--- src/rtl/tape_pkg.sv ---
// ----------------------------------------------------------------------------
// tape_pkg
// Shared definitions for the tape stream player:
//   - state_t         : player FSM states
//   - FRAME_MAX_BITS  : longest frame (start + 8 data + parity + 7 stop bits)
//   - FRAME_CNT_W     : width of the frame bit counter
//   - bits_per_frame(): frame length for a given stop-bit count and parity
// ----------------------------------------------------------------------------
package tape_pkg;

  typedef enum logic [2:0] {
    S_IDLE,
    S_FETCH,
    S_WAIT,
    S_LOAD,
    S_SHIFT,
    S_DONE
  } state_t;

  localparam int FRAME_MAX_BITS = 17;
  // Sized from the longest frame so STOP_BITS=7 with parity still fits.
  localparam int FRAME_CNT_W    = $clog2(FRAME_MAX_BITS);

  function automatic int bits_per_frame(input int stop_bits, input bit parity);
    return 9 + stop_bits + (parity ? 1 : 0);
  endfunction

endpackage

--- src/rtl/tape_bit_encoder.sv ---
// ----------------------------------------------------------------------------
// tape_bit_encoder
// Turns one frame bit into a square-wave cell: data=1 for H ticks, then
// data=0 for H ticks (H = HALF_SHORT for '1', HALF_LONG for '0').
// Ports:
//   clk_sys, reset_n : clock, synchronous active-low reset
//   clr              : synchronous clear (rewind)
//   en               : freeze everything while low
//   start, bit_val   : begin a new cell carrying bit_val
//   tick             : prescaled waveform tick
//   data             : serial waveform (registered)
//   done             : pulses on the tick that ends the second half
// A start in the same cycle as done chains cells back to back.
// ----------------------------------------------------------------------------
module tape_bit_encoder #(
  parameter int HALF_SHORT = 104,
  parameter int HALF_LONG  = 208
) (
  input  logic clk_sys,
  input  logic reset_n,
  input  logic clr,
  input  logic en,
  input  logic start,
  input  logic bit_val,
  input  logic tick,
  output logic data,
  output logic done
);

  localparam int HCW = $clog2(HALF_LONG + 1);

  logic [HCW-1:0] cnt;
  logic           cur_bit;
  logic           second;
  logic           active;
  logic [HCW-1:0] half_m1;
  logic           half_end;

  assign half_m1  = cur_bit ? HCW'(HALF_SHORT - 1) : HCW'(HALF_LONG - 1);
  assign half_end = en && tick && active && (cnt == half_m1);
  assign done     = half_end && second;

  // NOTE: sequential state is written only with <= so every flop samples the
  // pre-edge values regardless of statement order.
  always_ff @(posedge clk_sys) begin
    if (!reset_n || clr) begin
      data    <= 1'b0;
      cnt     <= '0;
      cur_bit <= 1'b0;
      second  <= 1'b0;
      active  <= 1'b0;
    end else if (en) begin
      if (start) begin
        data    <= 1'b1;
        cnt     <= '0;
        cur_bit <= bit_val;
        second  <= 1'b0;
        active  <= 1'b1;
      end else if (tick && active) begin
        if (half_end) begin
          cnt <= '0;
          if (!second) begin
            second <= 1'b1;
            data   <= 1'b0;
          end else begin
            active <= 1'b0;
          end
        end else begin
          cnt <= cnt + 1'b1;
        end
      end
    end
  end

endmodule

--- src/rtl/tape_stream_player.sv ---
// ----------------------------------------------------------------------------
// tape_stream_player
// Streams bytes from the tape cache RAM and serialises each one as a framed
// FSK-style waveform: start '0', 8 data bits LSB first, [odd parity],
// STOP_BITS '1' bits.
// Optional build macro: TAPE_PARITY_EN inserts an odd-parity bit (~^byte)
// after data bit 7. Port list is the same in both builds.
// Ports:
//   clk_sys, reset_n : clock, synchronous active-low reset
//   en               : motor enable, 0 pauses without losing position
//   rewind           : level, holds the player at address 0 in IDLE
//   tape_end         : address of last valid byte (inclusive)
//   tape_addr        : cache read address
//   tape_data        : cache read data, valid RD_LAT cycles after tape_addr
//   data             : serial waveform
//   playing          : high outside IDLE and DONE
//   eot              : end of tape reached
//   byte_pos         : index of the byte being serialised
// ----------------------------------------------------------------------------
module tape_stream_player
  import tape_pkg::*;
#(
  parameter int AW         = 16,
  parameter int CLK_DIV    = 16,
  parameter int HALF_SHORT = 104,
  parameter int HALF_LONG  = 208,
  parameter int STOP_BITS  = 3,
  parameter int RD_LAT     = 1
) (
  input  logic          clk_sys,
  input  logic          reset_n,
  input  logic          en,
  input  logic          rewind,
  input  logic [AW-1:0] tape_end,
  output logic [AW-1:0] tape_addr,
  input  logic [7:0]    tape_data,
  output logic          data,
  output logic          playing,
  output logic          eot,
  output logic [AW-1:0] byte_pos
);

`ifdef TAPE_PARITY_EN
  localparam bit PARITY_ON = 1'b1;
`else
  localparam bit PARITY_ON = 1'b0;
`endif

  localparam int BPF = bits_per_frame(STOP_BITS, PARITY_ON);
  localparam int PW  = (CLK_DIV > 1) ? $clog2(CLK_DIV) : 1;

  state_t                   state;
  logic [PW-1:0]            pre_cnt;
  logic [1:0]               lat_cnt;
  logic [FRAME_CNT_W-1:0]   bit_idx;
  logic [FRAME_MAX_BITS-2:0] sr;       // remaining bits, next one at [0]
  logic [FRAME_MAX_BITS-1:0] frame;
  logic                     tick;
  logic                     bit_done;
  logic                     last_bit;
  logic                     enc_start;
  logic                     enc_bit;

  // NOTE: every always_comb output is assigned a default first so no path
  // leaves it unassigned and infers a latch.
  always_comb begin
    frame      = '1;             // stop bits and unused tail are all '1'
    frame[0]   = 1'b0;           // start bit
    frame[8:1] = tape_data;
`ifdef TAPE_PARITY_EN
    frame[9]   = ~^tape_data;
`endif
  end

  assign tick      = en && (state == S_SHIFT) && (pre_cnt == PW'(CLK_DIV - 1));
  assign last_bit  = (bit_idx == FRAME_CNT_W'(BPF - 1));
  assign enc_start = en && ((state == S_LOAD) ||
                            ((state == S_SHIFT) && bit_done && !last_bit));
  assign enc_bit   = (state == S_LOAD) ? frame[0] : sr[0];

  // Prescaler restarts outside SHIFT so every cell starts on a clean tick
  // phase; it holds while paused so resuming loses no ticks.
  always_ff @(posedge clk_sys) begin
    if (!reset_n || rewind) begin
      pre_cnt <= '0;
    end else if (en) begin
      if (state != S_SHIFT || pre_cnt == PW'(CLK_DIV - 1)) pre_cnt <= '0;
      else                                                 pre_cnt <= pre_cnt + 1'b1;
    end
  end

  always_ff @(posedge clk_sys) begin
    if (!reset_n || rewind) begin
      state     <= S_IDLE;
      tape_addr <= '0;
      byte_pos  <= '0;
      playing   <= 1'b0;
      eot       <= 1'b0;
      lat_cnt   <= '0;
      bit_idx   <= '0;
      sr        <= '0;
    end else if (en) begin
      case (state)
        S_IDLE: begin
          state   <= S_FETCH;
          playing <= 1'b1;
        end
        S_FETCH: begin
          tape_addr <= byte_pos;
          lat_cnt   <= '0;
          state     <= S_WAIT;
        end
        S_WAIT: begin
          if (lat_cnt == 2'(RD_LAT - 1)) state <= S_LOAD;
          else                           lat_cnt <= lat_cnt + 1'b1;
        end
        S_LOAD: begin
          sr      <= frame[FRAME_MAX_BITS-1:1];
          bit_idx <= '0;
          state   <= S_SHIFT;
        end
        S_SHIFT: begin
          if (bit_done) begin
            if (last_bit) begin
              // >= also ends play if tape_end was lowered below byte_pos.
              if (byte_pos >= tape_end) begin
                state   <= S_DONE;
                playing <= 1'b0;
                eot     <= 1'b1;
              end else begin
                byte_pos <= byte_pos + 1'b1;
                state    <= S_FETCH;
              end
            end else begin
              sr      <= sr >> 1;
              bit_idx <= bit_idx + 1'b1;
            end
          end
        end
        S_DONE:  state <= S_DONE;
        default: state <= S_IDLE;
      endcase
    end
  end

  tape_bit_encoder #(
    .HALF_SHORT (HALF_SHORT),
    .HALF_LONG  (HALF_LONG)
  ) u_enc (
    .clk_sys (clk_sys),
    .reset_n (reset_n),
    .clr     (rewind),
    .en      (en),
    .start   (enc_start),
    .bit_val (enc_bit),
    .tick    (tick),
    .data    (data),
    .done    (bit_done)
  );

endmodule
--- config.mk ---
export PLATFORM = sky130hd
export DESIGN_NAME = tape_stream_player
export DESIGN_NICKNAME = d
export VERILOG_FILES = /design/src/rtl/tape_pkg.sv /design/src/rtl/tape_bit_encoder.sv /design/src/rtl/tape_stream_player.sv
export SDC_FILE = /design/constraint.sdc
export NUM_CORES = 1
export LEC_CHECK = 0
export BUFFER_PORTS_ARGS = -buffer_cell sky130_fd_sc_hd__buf_2
export CAP_MARGIN = 10
export CORE_MARGIN = 10
export CORE_UTILIZATION = 42
export CTS_BUF_LIST = sky130_fd_sc_hd__clkbuf_8
export DETAILED_ROUTE_END_ITERATION = 6
export PLACE_DENSITY = 0.65
export RECOVER_POWER = 50
export SETUP_SLACK_MARGIN = 0.5
export SLEW_MARGIN = 20
export SYNTH_ARGS = -nofsm -noshare
export SYNTH_HDL_FRONTEND = slang
export SYNTH_SLANG_ARGS = --single-unit
--- constraint.sdc ---
create_clock -name clk_sys -period 2.8 [get_ports clk_sys]
set_clock_uncertainty 0.05 [all_clocks]
set_input_delay 0.28 -clock clk_sys [delete_from_list [all_inputs] [get_ports clk_sys]]
set_output_delay 0.28 -clock clk_sys [all_outputs]
set_load 0.05 [all_outputs]
Yosys cells after proc, flatten, opt, wreduce, memory -nomap -nowiden
Cells that the tools add are included.
- flip-flop bits (word level): 76
- input bits: 28
- add/sub/neg operators: 5
- order comparisons: 1
- eq/ne operators: 16
- muxes and demuxes: 34
- bitwise gates (word level): 1
- reduce and logical (&&, ||, !) cells: 35
- operator list (kind ; number):
    two-way mux 16 bit ; 2
    two-way mux 8 bit ; 4
    one-hot mux 16 bit (2 select lines) ; 1
    one-hot mux 3 bit (6 select lines) ; 1
    adder 16 x 1 -> 16 bit (second input constant) ; 1
    >= comparator 16 bit ; 1
    AND reduction 4 bit ; 4
    two-way mux 1 bit ; 15
    AND reduction 5 bit ; 3
    two-way mux 3 bit ; 4
    != test 2 bit (second input constant) ; 6
    nonzero test 2 bit ; 6
    logical AND 1 bit ; 10
    two-way mux 5 bit ; 2
    one-hot mux 5 bit (2 select lines) ; 1
    adder 8 x 1 -> 8 bit (second input constant) ; 1
    equality test 8 bit ; 1
    equality test 3 x 2 -> 1 bit (second input constant) ; 2
    equality test 3 bit (second input constant) ; 2
    AND reduction 2 bit ; 3
    AND reduction 3 bit ; 2
    adder 5 x 1 -> 5 bit (second input constant) ; 1
    equality test 5 x 4 -> 1 bit (second input constant) ; 1
    adder 4 x 1 -> 4 bit (second input constant) ; 1
    14 further kinds ; 17

Logic depth before layout (Yosys ltp)
- depth in word-level cells: 13
- depth in mapped cells: 9

Cells and area by module
A second synthesis with hierarchy kept.
- cells, all modules: 469
- area, all modules: 3893.7 um2
- by module, submodules not included (module ; instances ; cells an instance ; area an instance (um2) ; sequential area each (um2)):
    tape_stream_player ; 1 ; 397 ; 3240.6 ; 1281.2
    tape_bit_encoder ; 1 ; 72 ; 653.1 ; 240.2

Worst setup path after synthesis
OpenSTA, ideal clock, no wires.
- kind: flip-flop to flip-flop
- start point: register byte_pos[0]
- end point: register state[2]
- library setup time: 0.125 ns
- arrival time: 2.471 ns
- slack: 0.154 ns
- cell stages (with the launch flop): 9
- path buffers: 1
- path through: dfxtp_1 > inv_1 > ha_1 > nand2b_1 > a2111oi_0 > o32a_1 > clkbuf_1 > a21oi_1 > o41a_1
- word-level cells in the longest chain between the ends: 5
- ends and longest elaborated chain (item ; line ; text):
    start, declared ; tape_stream_player.sv:40 ; output logic [AW-1:0] byte_pos
    start signal, assigned ; tape_stream_player.sv:131 ; byte_pos <= byte_pos + 1'b1;
    >= comparator 16 bit ; tape_stream_player.sv:126 ; if (byte_pos >= tape_end) begin
    two-way mux 3 bit ; tape_stream_player.sv:126 ;
    two-way mux 3 bit ; tape_stream_player.sv:124 ; if (last_bit) begin
    two-way mux 3 bit ; tape_stream_player.sv:123 ; if (bit_done) begin
    one-hot mux 3 bit (6 select lines) ; tape_stream_player.sv:103 ; case (state)
    end signal, assigned ; tape_stream_player.sv:105 ; state <= S_FETCH;
    end signal, assigned ; tape_stream_player.sv:127 ; state <= S_DONE;
    end signal, assigned ; tape_stream_player.sv:132 ; state <= S_FETCH;
    end, declared ; tape_stream_player.sv:52 ; state_t state;
Every way passes these cells. The select of a mux whose other input is x is not followed.
A chain may end at the register's enable or synchronous reset.

Worst setup path after layout
- start point: register state[2]
- end point: register bit_idx[3]
- word-level cells in the longest chain between the ends: 9
- ends and longest elaborated chain (item ; line ; text):
    start signal, assigned ; tape_stream_player.sv:94 ; state <= S_IDLE;
    start signal, assigned ; tape_stream_player.sv:105 ;
    start signal, assigned ; tape_stream_player.sv:111 ; state <= S_WAIT;
    equality test 3 bit ; tape_stream_player.sv:75, tape_stream_player.sv:103 ;
    logical AND 1 bit (2 in series) ; tape_stream_player.sv:75 ; assign tick = en && (state == S_SHIFT) && (pre_cnt == PW'(CLK_DIV - 1));
    logical AND 1 bit (3 in series) ; tape_bit_encoder.sv:40 ; assign half_end = en && tick && active && (cnt == half_m1);
    logical AND 1 bit ; tape_bit_encoder.sv:41 ; assign done = half_end && second;
    != test 2 bit (no line) ; -- ;
    AND reduction 4 bit (no line) ; -- ;
    end signal, assigned ; tape_stream_player.sv:136 ; bit_idx <= bit_idx + 1'b1;
    end, declared ; tape_stream_player.sv:55 ; logic [FRAME_CNT_W-1:0] bit_idx;
Parallel ways exist; a longest one is shown, timed or not.

==> impl_metrics.py <==
metrics = {
    "route": {
        "routedWlPerCell_um": 15.19,
        "drc": 0,
        "drt_wl_total_um": 10570,
        "via_per_inst": 5.345,
        "drtIter0Drc": 217,
        "route.vias.total": 3720,
        "drt-pass1-iter-count": 4,
        "drt.antenna.violating_nets": 0,
    },
    "floorplan": {
        "floorplan.io_pins": 63,
        "die_w_um": 117.9,
        "vertical_extent_of_the_die_um": 117.9,
        "core_area_um2": 9284,
        "rows": 35,
        "initial_core_util_pct": 43.36,
        "total_die_area_um2": 13900,
    },
    "grt": {
        "grt_pass1_wl_um": 17150,
        "first_global_vias": 3474,
        "antenna_found_initial": 0,
        "global_route.usage.total_pct": 14.34,
        "pin_count_of_the_biggest_net_entering_global_routing": 38,
        "overflow": 0,
    },
    "worst_hold_path": {
        "min_delay_path_depth": 3,
        "hp-class": "input pin to flip-flop",
    },
    "clock_network": {
        "numClockSinks": 76,
        "cts.root.buffer_cell": "clkbuf_8",
        "max_clock_buf_depth": 2,
        "worstSkewPairLatency_ps": 350,
        "cts-htree-levels": 3,
        "clk_pin_slew_worst_paths_ps": 90,
        "cts_inserted_buffers": 9,
        "postCtsHoldBufs": 0,
        "tritoncts_clock_tree": "built",
    },
    "power": {
        "cellLeakagePower_nw": 1.911,
        "power-per-cell-area_nw_per_um2": 449.0,
        "p_total_w": 0.002226,
        "clock_power_share_pct": 46.5,
        "ir_worst_vdd_mv": 0.2759,
        "fraction_of_power_spent_switching_nets_pct": 23.02,
        "power.switching_w": 0.0005122,
        "power_frac_comb_pct": 5.1,
        "power_frac_seq_pct": 48.4,
        "cellInternalPower_w": 0.001713,
    },
    "place": {
        "hpwl_um": 7181,
        "routabilityCongestion": 0.8255,
        "port_buffer_count": 62,
    },
    "synth": {
        "synth.yosys.warnings": 0,
        "seq_area_frac_synth_pct": 37.80,
        "synth_seq_cells": 76,
        "synth.avg_cell_area_um2": 8.165,
        "synth_top_cell_by_area": "dfxtp_1",
        "dominantRegCellSynth": "dfxtp_1",
        "syn_nets": 542,
        "synth_cell_type_count": 50,
        "synth_top_area_share_pct": 37.80,
        "post_synth_inst_count": 493,
        "synth_area_leaders": "dfxtp_1 38%, nand2_1 7.6%, a21oi_1 6.6%",
        "ys_async_sr_fraction_pct": 0,
        "syn-cell-area_um2": 4025,
        "count_of_flip_flops_with_a_built_in_enable_after_synthesis": 0,
    },
    "timing": {
        "hold_ws_ps": 216.0,
        "fraction_of_the_cycle_the_final_worst_path_needs_pct": 82.28,
        "worst-slew-pin-transition_ps": 659.9,
        "hold_viol": 0,
        "timing.fmax_mhz": 434.0,
        "post-route-min-period_ps": 2304,
        "final.setup.tns_ps": 0,
        "grt_setup_unrepaired": "yes",
        "slew_headroom_pct": 56.01,
        "final_max_tran_viols": 0,
        "setup_violations": 0,
    },
    "layout": {
        "filler_cell_count_in_the_final_layout": 914,
        "antennaDiodeCount": 0,
        "finish.net_count": 611,
        "multi_input_area_um2": 2414,
        "area_growth_pct": 23.16,
        "seqCellArea_um2": 1564,
        "final_layout_size_suffix_gt1_share_pct": 19.58,
    },
    "setup_path": {
        "crit_path_start_kind": "flip-flop",
        "worst-endpoint-required_ps": 3040,
        "worstRegToRegCells": 7,
        "worstSetupEndpointType": "flip-flop",
        "arrival_ps": 2550,
        "type_of_the_setup_path_with_the_least_slack": "flip-flop to flip-flop",
        "crit_path_max_fanout": 13,
    },
    "run_status": {
        "run_status": "finished clean",
    },
    "run": {
        "reported_max_cap_violation_count": 0,
    },
}
==> layout by cell type, fill, tap and decap left out, types with 4 or more instances in the layout <==
cell,n
ha_4,5
buf_2,27
dfxtp_4,8
nand3_1,14
nand2_1,81
a31oi_1,4
ha_1,14
or4_1,6
xor2_1,7
clkbuf_1,35
nand2b_1,15
buf_4,20
a211oi_1,16
a21oi_1,53
nor3_1,5
inv_1,22
and3_1,8
clkbuf_8,9
dfxtp_2,10
o21ai_0,11
mux2i_1,25
dfxtp_1,58
nand4_1,22
buf_6,4
nor2_1,36
==> state kept, by name, summed over array words and instances (netlist names) <==
name,count
pre_cnt,4
tape_addr,16
state,3
byte_pos,16
u_enc.second,1
bit_idx,5
playing,1
u_enc.cnt,8
u_enc.active,1
eot,1
u_enc.cur_bit,1
lat_cnt,2
u_enc.data,1
sr,16
==> kinds of logic after synthesis <==
group	synth area share (%)
xor gates and xnor gates	1.523
DFF	37.80
buffers and inverters	5.657
and+or+nand+nor	26.33
muxes	6.497
AOI/OAI and AO/OA	15.67
adders and majority gates	6.528
==> cell type report <==
cell class                      count  share of cell area [%]
Clock buffer                        9                   2.499
Clock inverter                      7                   2.448
Inverter                           23                   1.742
Multi-Input combinational cell    364                   48.69
Sequential cell                    76                   31.55
Tap cell                          129                   3.256
Timing Repair Buffer               88                   9.818
==> power groups by stage <==
stage / Sequential (W) / Combinational (W) / Clock, W
after floorplan: 0.00110 / 0.0000701 / 0
after global placement: 0.00110 / 0.000107 / 0
after detailed placement: 0.00110 / 0.000110 / 0
after CTS: 0.00108 / 0.000114 / 0.00105
after global routing: 0.00108 / 0.000128 / 0.00110
final: 0.00108 / 0.000114 / 0.00103
==> layer usage <==
metal / routed length, µm / GRT usage (%) / share of wire, %
met1: 5098 / 18.91 / 48
met2: 4806 / 22.38 / 45
met3: 536 / 3.549 / 5.1
met4: 132 / 4.482 / 1.2
met5: 0 / 0 / 0
==> cell usage after synthesis (all sizes together) (3+ instances only) <==
| cell | count |
|---|---|
| a211oi | 16 |
| buf | 10 |
| o21a | 3 |
| nand4 | 22 |
| dfxtp | 76 |
| a21oi | 53 |
| o21ai | 11 |
| nand4bb | 3 |
| and4 | 3 |
| nor3 | 5 |
| nand2 | 81 |
| nand2b | 16 |
| mux2i | 25 |
| nand3 | 15 |
| clkbuf | 21 |
| ha | 21 |
| a31oi | 5 |
| xor2 | 7 |
| inv | 22 |
| or4 | 6 |
| and3 | 9 |
| nor2 | 38 |
==> what timing repair did <==
item	CTS	global route
gates resized for setup	10	18
gates cloned	0	1
pin swaps	5	6
buffers inserted	9	3
hold endpoints to repair	0	0
endpoints found under the setup margin	37	49
==> critical path, stage by stage, from the launching register on <==
cell       delay [ps]
dfxtp_1           580
nand4bb_1         140
buf_4             180
a2111oi_4         360
buf_6             180
a31oi_4           150
or4_1             530
nand2_1            70
==> worst paths after layout <==
check / end / start / slack, ps
max: bit_idx[3]$_SDFFE_PP0P_ / state[2]$_SDFFE_PP0P_ / 500
min: sr[4]$_SDFFE_PP0P_ / tape_data[4] / 220
max reg2reg: bit_idx[3]$_SDFFE_PP0P_ / state[2]$_SDFFE_PP0P_ / 500
min reg2reg: tape_addr[2]$_SDFFE_PP0P_ / tape_addr[2]$_SDFFE_PP0P_ / 400
==> through the flow <==
stage | area [µm²] | util, % | worst slack (ps) | cells
final | 4957 | 53.40 | 496.0 | 696
after global routing | 4957 | 53.40 | 269.2 | 696
after CTS | 4921 | 53.01 | 451.4 | 692
after detailed placement | 4552 | 49.03 | 185.1 | 667
after global placement | 4552 | 49.03 | 252.3 | 667
after floorplan | 4121 | - | 490.8 | 493
Note: power is estimated with default switching activity, not from simulation.
